File: src/rtl/gb80_bus_arbiter.sv
// gb80 external memory bus arbiter: one owner at a time among DMA, DBG and CPU,
// fixed priority DMA > DBG > CPU with a CPU anti-starvation override and DMA burst lock.
module gb80_bus_arbiter #(
  parameter int ACCESS_CYCLES = 1,
  parameter int STARVE_LIMIT  = 8
) (
  input  logic        clock,
  input  logic        reset,
  input  logic        dma_req,
  input  logic        dbg_req,
  input  logic        cpu_req,
  input  logic        dma_we,
  input  logic        dbg_we,
  input  logic        cpu_we,
  input  logic [15:0] dma_addr,
  input  logic [15:0] dbg_addr,
  input  logic [15:0] cpu_addr,
  input  logic [7:0]  dma_wdata,
  input  logic [7:0]  dbg_wdata,
  input  logic [7:0]  cpu_wdata,
  input  logic        dma_lock,
  output logic        dma_gnt,
  output logic        dbg_gnt,
  output logic        cpu_gnt,
  output logic        dma_done,
  output logic        dbg_done,
  output logic        cpu_done,
  output logic [7:0]  rdata,
  output logic        cpu_mem_disable,
  output logic [15:0] mem_addr,
  output logic [7:0]  mem_wdata,
  output logic        mem_we,
  output logic        mem_re,
  input  logic [7:0]  mem_rdata
);

  localparam logic [1:0] CNT_LOAD   = 2'(ACCESS_CYCLES - 1);
  localparam logic [7:0] STARVE_MAX = 8'(STARVE_LIMIT);

  typedef enum logic [1:0] {S_IDLE, S_ACCESS, S_HOLD} state_t;

  state_t      r_state;
  logic [2:0]  r_gnt;        // bit 0 = DMA, 1 = DBG, 2 = CPU
  logic [2:0]  r_done;
  logic [1:0]  r_cnt;
  logic [7:0]  r_starve;
  logic [15:0] r_mem_addr;
  logic [7:0]  r_mem_wdata;
  logic        r_mem_we;
  logic        r_mem_re;
  logic [7:0]  r_rdata;

  logic [2:0]  w_req;
  logic [2:0]  w_win;
  logic        w_starved;
  logic [15:0] w_addr;
  logic [7:0]  w_wdata;
  logic        w_we;

  // A master whose done is pulsing still shows its old req; mask it out.
  assign w_req     = {cpu_req & ~r_done[2], dbg_req & ~r_done[1], dma_req & ~r_done[0]};
  assign w_starved = w_req[2] && (r_starve == STARVE_MAX);

  always_comb begin
    // NOTE: every output of this block gets a default first, so no path can infer a latch.
    w_win   = 3'b000;
    w_addr  = cpu_addr;
    w_wdata = cpu_wdata;
    w_we    = cpu_we;
    if (w_starved)     w_win = 3'b100;
    else if (w_req[0]) w_win = 3'b001;
    else if (w_req[1]) w_win = 3'b010;
    else if (w_req[2]) w_win = 3'b100;
    if (w_win[0]) begin
      w_addr  = dma_addr;
      w_wdata = dma_wdata;
      w_we    = dma_we;
    end else if (w_win[1]) begin
      w_addr  = dbg_addr;
      w_wdata = dbg_wdata;
      w_we    = dbg_we;
    end
  end

  always_ff @(posedge clock) begin
    if (reset) begin
      r_state     <= S_IDLE;
      r_gnt       <= '0;
      r_done      <= '0;
      r_cnt       <= '0;
      r_starve    <= '0;
      r_mem_addr  <= '0;
      r_mem_wdata <= '0;
      r_mem_we    <= 1'b0;
      r_mem_re    <= 1'b0;
      r_rdata     <= '0;
    end else begin
      // NOTE: non-blocking throughout; this default is overridden below only on the last access cycle.
      r_done <= '0;

      if (!cpu_req) begin
        r_starve <= '0;
      end else if (r_state == S_IDLE && w_win != 3'b000) begin
        if (w_win[2])                 r_starve <= '0;
        else if (r_starve != STARVE_MAX) r_starve <= r_starve + 8'd1;
      end

      case (r_state)
        S_IDLE: begin
          r_gnt <= w_win;
          if (w_win != 3'b000) begin
            r_mem_addr  <= w_addr;
            r_mem_wdata <= w_wdata;
            r_mem_we    <= w_we;
            r_mem_re    <= ~w_we;
            r_cnt       <= CNT_LOAD;
            r_state     <= S_ACCESS;
          end
        end
        S_ACCESS: begin
          if (r_cnt == 2'd0) begin
            if (r_mem_re) r_rdata <= mem_rdata;
            r_mem_we <= 1'b0;
            r_mem_re <= 1'b0;
            r_done   <= r_gnt;
            r_state  <= (r_gnt[0] && dma_lock) ? S_HOLD : S_IDLE;
          end else begin
            r_cnt <= r_cnt - 2'd1;
          end
        end
        S_HOLD: begin
          if (dma_req && !r_done[0]) begin
            r_mem_addr  <= dma_addr;
            r_mem_wdata <= dma_wdata;
            r_mem_we    <= dma_we;
            r_mem_re    <= ~dma_we;
            r_cnt       <= CNT_LOAD;
            r_state     <= S_ACCESS;
          end else if (!dma_lock) begin
            r_gnt   <= '0;
            r_state <= S_IDLE;
          end
        end
        default: r_state <= S_IDLE;
      endcase
    end
  end

  assign dma_gnt         = r_gnt[0];
  assign dbg_gnt         = r_gnt[1];
  assign cpu_gnt         = r_gnt[2];
  assign dma_done        = r_done[0];
  assign dbg_done        = r_done[1];
  assign cpu_done        = r_done[2];
  assign cpu_mem_disable = r_gnt[0] | r_gnt[1];
  assign rdata           = r_rdata;
  assign mem_addr        = r_mem_addr;
  assign mem_wdata       = r_mem_wdata;
  assign mem_we          = r_mem_we;
  assign mem_re          = r_mem_re;

endmodule

File: config.mk
export PLATFORM = sky130hd
export DESIGN_NAME = gb80_bus_arbiter
export DESIGN_NICKNAME = d
export VERILOG_FILES = /design/src/rtl/gb80_bus_arbiter.sv
export SDC_FILE = /design/constraint.sdc
export NUM_CORES = 1
export LEC_CHECK = 0
export ABC_AREA = 0
export CELL_PAD_IN_SITES_DETAIL_PLACEMENT = 0
export CELL_PAD_IN_SITES_GLOBAL_PLACEMENT = 1
export CORE_ASPECT_RATIO = 2
export CORE_UTILIZATION = 31
export CTS_CLUSTER_DIAMETER = 120
export DETAILED_ROUTE_END_ITERATION = 12
export HOLD_SLACK_MARGIN = 0.1
export PLACE_DENSITY_LB_ADDON = 0.15
export SLEW_MARGIN = 5
export SYNTH_ARGS = -nofsm -noshare
export SYNTH_HDL_FRONTEND = slang
export SYNTH_SLANG_ARGS = --single-unit
File: constraint.sdc
create_clock -name clock -period 5.3 [get_ports clock]
set_input_delay 0.53 -clock clock [delete_from_list [all_inputs] [get_ports clock]]
set_output_delay 0.53 -clock clock [all_outputs]
set_load 0.005 [all_outputs]
* Yosys cells after proc, flatten, opt, wreduce, memory -nomap -nowiden *
Index checks and enable logic that the tools add are counted.

storage, ports and cells
  register bits after elaboration = 52
  latch bits = 0
  memory bits (writable) = 0
  memory bits (read-only) = 0
  input bits = 89
  output and inout bits = 41
  word-level logic and storage cells = 93
  memories = 0

operators by class
  $add $sub $neg = 2
  multiply operators = 0
  divide/modulo/power cells = 0
  $lt $le $gt $ge = 0
  equal/unequal tests = 11
  shift operators = 0
  mux-type cells = 38
  bitwise gates (word level) = 12
  reduce and logical (&&, ||, !) cells = 20

operators with widths
  cell                                                    count
  2-to-1 mux 16 bit                                       4
  2-to-1 mux 8 bit                                        6
  one-hot mux 16 bit (2 select lines)                     1
  2-to-1 mux 3 bit                                        6
  2-to-1 mux 2 bit                                        8
  one-hot mux 8 bit (2 select lines)                      1
  one-hot mux 2 bit (3 select lines)                      2
  AND reduction 3 bit                                     4
  inequality test 2 bit (second input constant)           5
  adder 8 x 1 -> 8 bit (second input constant)            1
  == test 8 x 4 -> 1 bit (second input constant)          1
  inequality test 8 x 4 -> 1 bit (second input constant)  1
  NOT 1 bit                                               8
  AND reduction 4 bit                                     2
  2-to-1 mux 1 bit                                        7
  one-hot mux 1 bit (3 select lines)                      2
  one-hot mux 3 bit (2 select lines)                      1
  nonzero test 3 bit                                      2
  logical AND 1 bit                                       4
  zero test 2 bit                                         2
  nonzero test 2 bit                                      2
  bitwise AND 1 bit                                       3
  inequality test 3 bit (second input constant)           1
  OR reduction 3 bit                                      1
  other kinds (8)                                         8

* Longest topological paths before layout *
  word-level depth = 11
  gate-level depth with buffers = 9

* Worst setup path before layout *
OpenSTA, ideal clock, no wires.

  path kind = input to register
  from = input cpu_req
  to = register r_mem_re, in the netlist mem_re
  library setup time = 0.071 ns
  data arrival time = 1.818 ns
  data required time = 5.229 ns
  slack = 3.411 ns
  stages on the path = 6
  buffers on the path = 1
  cells stage by stage = nor2b_1 clkbuf_1 a32oi_2 o221a_1 or3_1 a21oi_1

on the way
  cells in the longest elaborated chain, start to end = 8

RTL lines
  item                                                                                        line      source
  start: declaration                                                                          11        input logic cpu_req,
  bitwise AND 1 bit (*)                                                                       61        assign w_req = {cpu_req & ~r_done[2], dbg_req & ~r_done[1], dma_req & ~r_done[0]};
  2-to-1 mux 3 bit or logical AND 1 bit (tied branches)                                       73, 62
  2-to-1 mux 3 bit (on tied branches)                                                         72, 70
  2-to-1 mux 3 bit or 2-to-1 mux 1 bit (tied branches)                                        71, 78
  2-to-1 mux 3 bit (*)                                                                        70        if (w_starved) w_win = 3'b100;
  nonzero test 3 bit or NOT 1 bit (tied branches)                                             111, 115
  inequality test 2 x 1 -> 1 bit (no source line) or 2-to-1 mux 1 bit (tied branches)         --
  AND reduction 4 bit (no source line) or one-hot mux 1 bit (3 select lines) (tied branches)  --
  end signal: assignment                                                                      115       r_mem_re <= ~w_we;
  end signal: assignment                                                                      136       r_mem_re <= ~dma_we;
  end: declaration                                                                            50        logic r_mem_re;

Every way passes the cells marked *; elsewhere a longest branch is shown, timed or not. The select of a mux whose other input is x is not followed.
A chain may end at the register's enable or synchronous reset.

* Worst setup path after layout *
  from = input cpu_req
  to = register r_mem_we, in the netlist mem_we

on the way
  cells in the longest elaborated chain, start to end = 8

RTL lines
  item                                             line  source
  bitwise AND 1 bit (*)                            61
  2-to-1 mux 3 bit                                 73    else if (w_req[2]) w_win = 3'b100;
  2-to-1 mux 3 bit                                 72    else if (w_req[1]) w_win = 3'b010;
  2-to-1 mux 3 bit                                 71    else if (w_req[0]) w_win = 3'b001;
  2-to-1 mux 3 bit (*)                             70
  nonzero test 3 bit                               111   if (w_win != 3'b000) begin
  inequality test 2 x 1 -> 1 bit (no source line)  --
  AND reduction 4 bit (no source line)             --
  end signal: assignment                           114   r_mem_we <= w_we;
  end signal: assignment                           135   r_mem_we <= dma_we;
  end: declaration                                 49    logic r_mem_we;

Marked as above.

==> results.py <==
metrics = {
    "route": {
        "drt_first_pass_iters": 4,
        "num_vias": 3020,
        "post_drt_via_cell_ratio": 5.30,
        "antenna_left": 0,
        "route.final.wire_length_um": 9090,
        "detailedRoute.firstIterationViolations": 131,
        "post_detailed_route_drc_marker_count": 0,
        "post_detailed_route_wirelength_per_cell_um": 15.9,
    },
    "synth": {
        "syn_nets": 451,
        "yosys.area.top_type": "sky130_fd_sc_hd__dfxtp_1",
        "total_standard_cell_area_after_synthesis_um2": 2830,
        "post_synthesis_sequential_area_ratio_pct": 36.8,
        "commonest_cells_in_the_netlist": "sky130_fd_sc_hd__nor2_1 (68), sky130_fd_sc_hd__dfxtp_1 (52), sky130_fd_sc_hd__nand2_1 (38), sky130_fd_sc_hd__a21oi_1 (33), sky130_fd_sc_hd__o32a_1 (24)",
        "yosysMostFrequentCell": "sky130_fd_sc_hd__nor2_1",
        "yosys.cell_types.count": 37,
        "postSynth.asyncResetShare_pct": 0,
        "number_of_enable_flip_flop_cells_after_synthesis": 0,
        "count_of_warnings_emitted_by_yosys": 0,
        "synthCells": 355,
        "proportion_of_netlist_area_held_by_the_largest_area_contributor_pct": 36.8,
        "ys_ff_latch": 52,
        "synthFlopType": "sky130_fd_sc_hd__dfxtp_1",
        "synth.top_cells.by_area": "sky130_fd_sc_hd__dfxtp_1 (37%), sky130_fd_sc_hd__nor2_1 (9.0%), sky130_fd_sc_hd__o32a_1 (8.5%), sky130_fd_sc_hd__o31ai_1 (6.1%), sky130_fd_sc_hd__a21oi_1 (5.8%)",
        "syn-mean-instance-area_um2": 7.96,
    },
    "setup_path": {
        "start_kind": "input pin",
        "timing_worst_setup_path_type": "in -> reg",
        "required_time_at_the_endpoint_of_the_critical_path_ns": 5.51,
        "critical_path.slowest_cell": "sky130_fd_sc_hd__and3_1",
        "critPathMaxStageDelay_ns": 0.92,
        "timing.critical_path.fanout_max": 25,
        "worstSetupEndpointType": "flop",
        "r2r_slack_ns": 2.64,
        "cp_data_arrival_time_ns": 3.04,
        "sequence_of_cells_on_the_critical_path": "clkdlybuf4s50_1, nor2b_1, and3_1, o221a_1, a211oi_1, nor3_1",
    },
    "timing": {
        "finalHoldViolCount": 0,
        "timing.fmax_mhz": 353,
        "timing.final.crit_share_pct": 53.5,
        "timing.final.setup_violations": 0,
        "max_slew_margin_pct": 32.7,
        "grt_setup_unrepaired": "no",
        "final.setup.tns_ns": 0,
        "final.setup_skew_ns": 0.00583,
        "tightest_slew_ns": 1.01,
        "min_period_ns": 2.84,
        "final_max_slew_viol_count": 0,
    },
    "clocking": {
        "cts_max_level": 2,
        "cts.reportedPaths.clkPinSlew_ns": 0.06,
        "cts_tree": "built",
        "quantity_of_hold_fixing_buffers_added_after_cts": 0,
        "cts_root_buf": "sky130_fd_sc_hd__clkbuf_16",
        "cts.sink_count": 52,
        "cts_made_buffers": 5,
        "clock_latency_ns": 0.30,
        "cts_post_setup_buffers_inserted": 0,
        "post_cts_resized": 0,
        "cts.path.max_buffers": 2,
    },
    "placed_design": {
        "placement.cell_area_um2": 4180,
        "io_buffers": 129,
        "detailedPlacementHpwl_um": 6700,
        "gpl.final_weighted_congestion": 0.842,
    },
    "floorplanning": {
        "dieArea_um2": 9530,
        "die_height_um": 137,
        "ios": 130,
        "fp-row-count": 49,
        "floorplan.initialDensity_pct": 31.8,
        "core_area_um2": 8890,
        "die-width_um": 69.5,
    },
    "power": {
        "vdd_drop_max_uv": 127,
        "pwr_density_cell_nw_per_um2": 240,
        "power.leakage_uw": 0.00167,
    },
    "cells_and_area": {
        "postLayoutCellArea_um2": 4310,
        "area_delta_synth_final_pct": 52.4,
        "nets": 566,
        "register_area_um2": 1040,
        "antenna_cells": 0,
        "filler_cell_count": 916,
        "post_route_cells_drive_above_1_share_pct": 3.42,
        "final_core_util_pct": 48.5,
        "multi_input_comb_area_um2": 1660,
    },
    "min_path": {
        "holdCritPathClass": "reg -> reg",
    },
    "grt": {
        "antenna_found_initial": 0,
        "grt_pass1_vias": 3121,
        "grt_usage_pct": 20.0,
        "grt_first_pass_wirelength_um": 15000,
        "globalRoute.totalOverflow": 0,
        "grt_max_degree": 34,
    },
    "outcome": {
        "status": "completed",
    },
    "run": {
        "timing.max_cap.violations": 0,
    },
}
-- path summary, 6_finish.rpt --
check	end	cells after the start	from
hold / removal	mem_addr[10]	2	mem_addr[10]
setup / recovery	mem_we	6	cpu_req
hold reg to reg	mem_addr[10]	2	mem_addr[10]
setup reg to reg	mem_wdata[7]	6	r_state[0]
-- state kept, by name, indices dropped and copies added (netlist names) --
signal     count
mem_we         1
r_gnt          3
r_done         3
r_cnt          2
mem_addr      16
r_state        2
rdata          8
r_starve       8
mem_wdata      8
mem_re         1
-- placed cells by master, fill, tap and decap left out, types with 2 or more instances in the layout --
cell type and instances:
sky130_fd_sc_hd__nand2b_1 5, sky130_fd_sc_hd__nor2_1 68, sky130_fd_sc_hd__clkbuf_16 5, sky130_fd_sc_hd__dfxtp_1 52
sky130_fd_sc_hd__xor2_1 5, sky130_fd_sc_hd__a21oi_1 32, sky130_fd_sc_hd__o32a_1 24, sky130_fd_sc_hd__a22oi_1 2
sky130_fd_sc_hd__o31ai_1 23, sky130_fd_sc_hd__a32oi_1 2, sky130_fd_sc_hd__or3_1 4, sky130_fd_sc_hd__nand2_1 38
sky130_fd_sc_hd__ha_1 7, sky130_fd_sc_hd__clkdlybuf4s50_1 129, sky130_fd_sc_hd__nor3_1 2, sky130_fd_sc_hd__nand4_1 2
sky130_fd_sc_hd__o21ai_0 2, sky130_fd_sc_hd__and3_1 2, sky130_fd_sc_hd__inv_1 10, sky130_fd_sc_hd__nor2b_1 4
sky130_fd_sc_hd__nor3b_1 4, sky130_fd_sc_hd__buf_4 4, sky130_fd_sc_hd__o2111ai_1 4, sky130_fd_sc_hd__and2_1 3
sky130_fd_sc_hd__o211ai_1 2, sky130_fd_sc_hd__a31oi_1 3, sky130_fd_sc_hd__mux2i_1 10, sky130_fd_sc_hd__a21o_1 2
sky130_fd_sc_hd__nand3_1 7
-- power breakdown --
group	switching [uW]	internal, uW
sequential	19.6	425
clock	141	167
combinational	116	167
total	276	759
-- layer usage --
metal  vias to the layer above  part of all wire [%]  global-route usage (%)
li1                       1513                     -                       -
met1                      1409                    38                    20.0
met2                        91                    55                    39.2
met3                         7                   5.7                    4.79
met4                         0                   1.6                    7.48
met5                         -                     0                       0
-- final cells by class --
| cell class | count | share of cell area, % |
|---|---|---|
| flip-flops and latches | 52 | 24.2 |
| multi-input cells | 268 | 38.4 |
| repair buffers | 133 | 30.7 |
| clock buffers | 5 | 2.90 |
| inverters | 10 | 0.871 |
| well taps | 102 | 2.96 |
-- worst max-delay path, delay by kind of cell --
family | cells | cell delay (ns)
AOI/OAI and AO/OA | 2 | 0.40
buffers and inverters | 1 | 0.50
and+or+nand+nor | 3 | 1.60
-- kinds of logic after synthesis --
group                      share of synthesized area [%]
DFF                                                 36.8
muxes                                               3.54
AOI/OAI and AO/OA                                   26.6
buffers and inverters                               4.91
adders and majority gates                           3.10
xor gates and xnor gates                            1.55
and+or+nand+nor                                     23.5
-- per-stage QoR --
step	instances	worst slack (ns)	hold WS (ns)	total power, uW
after floorplan	355	3.41	0.432	570
after global placement	565	2.22	0.434	735
after detailed placement	565	2.16	0.440	739
after CTS	570	2.45	0.454	1050
after global routing	570	2.22	0.480	1090
final	570	2.46	0.450	1030
(Power assumes the default switching activity.)
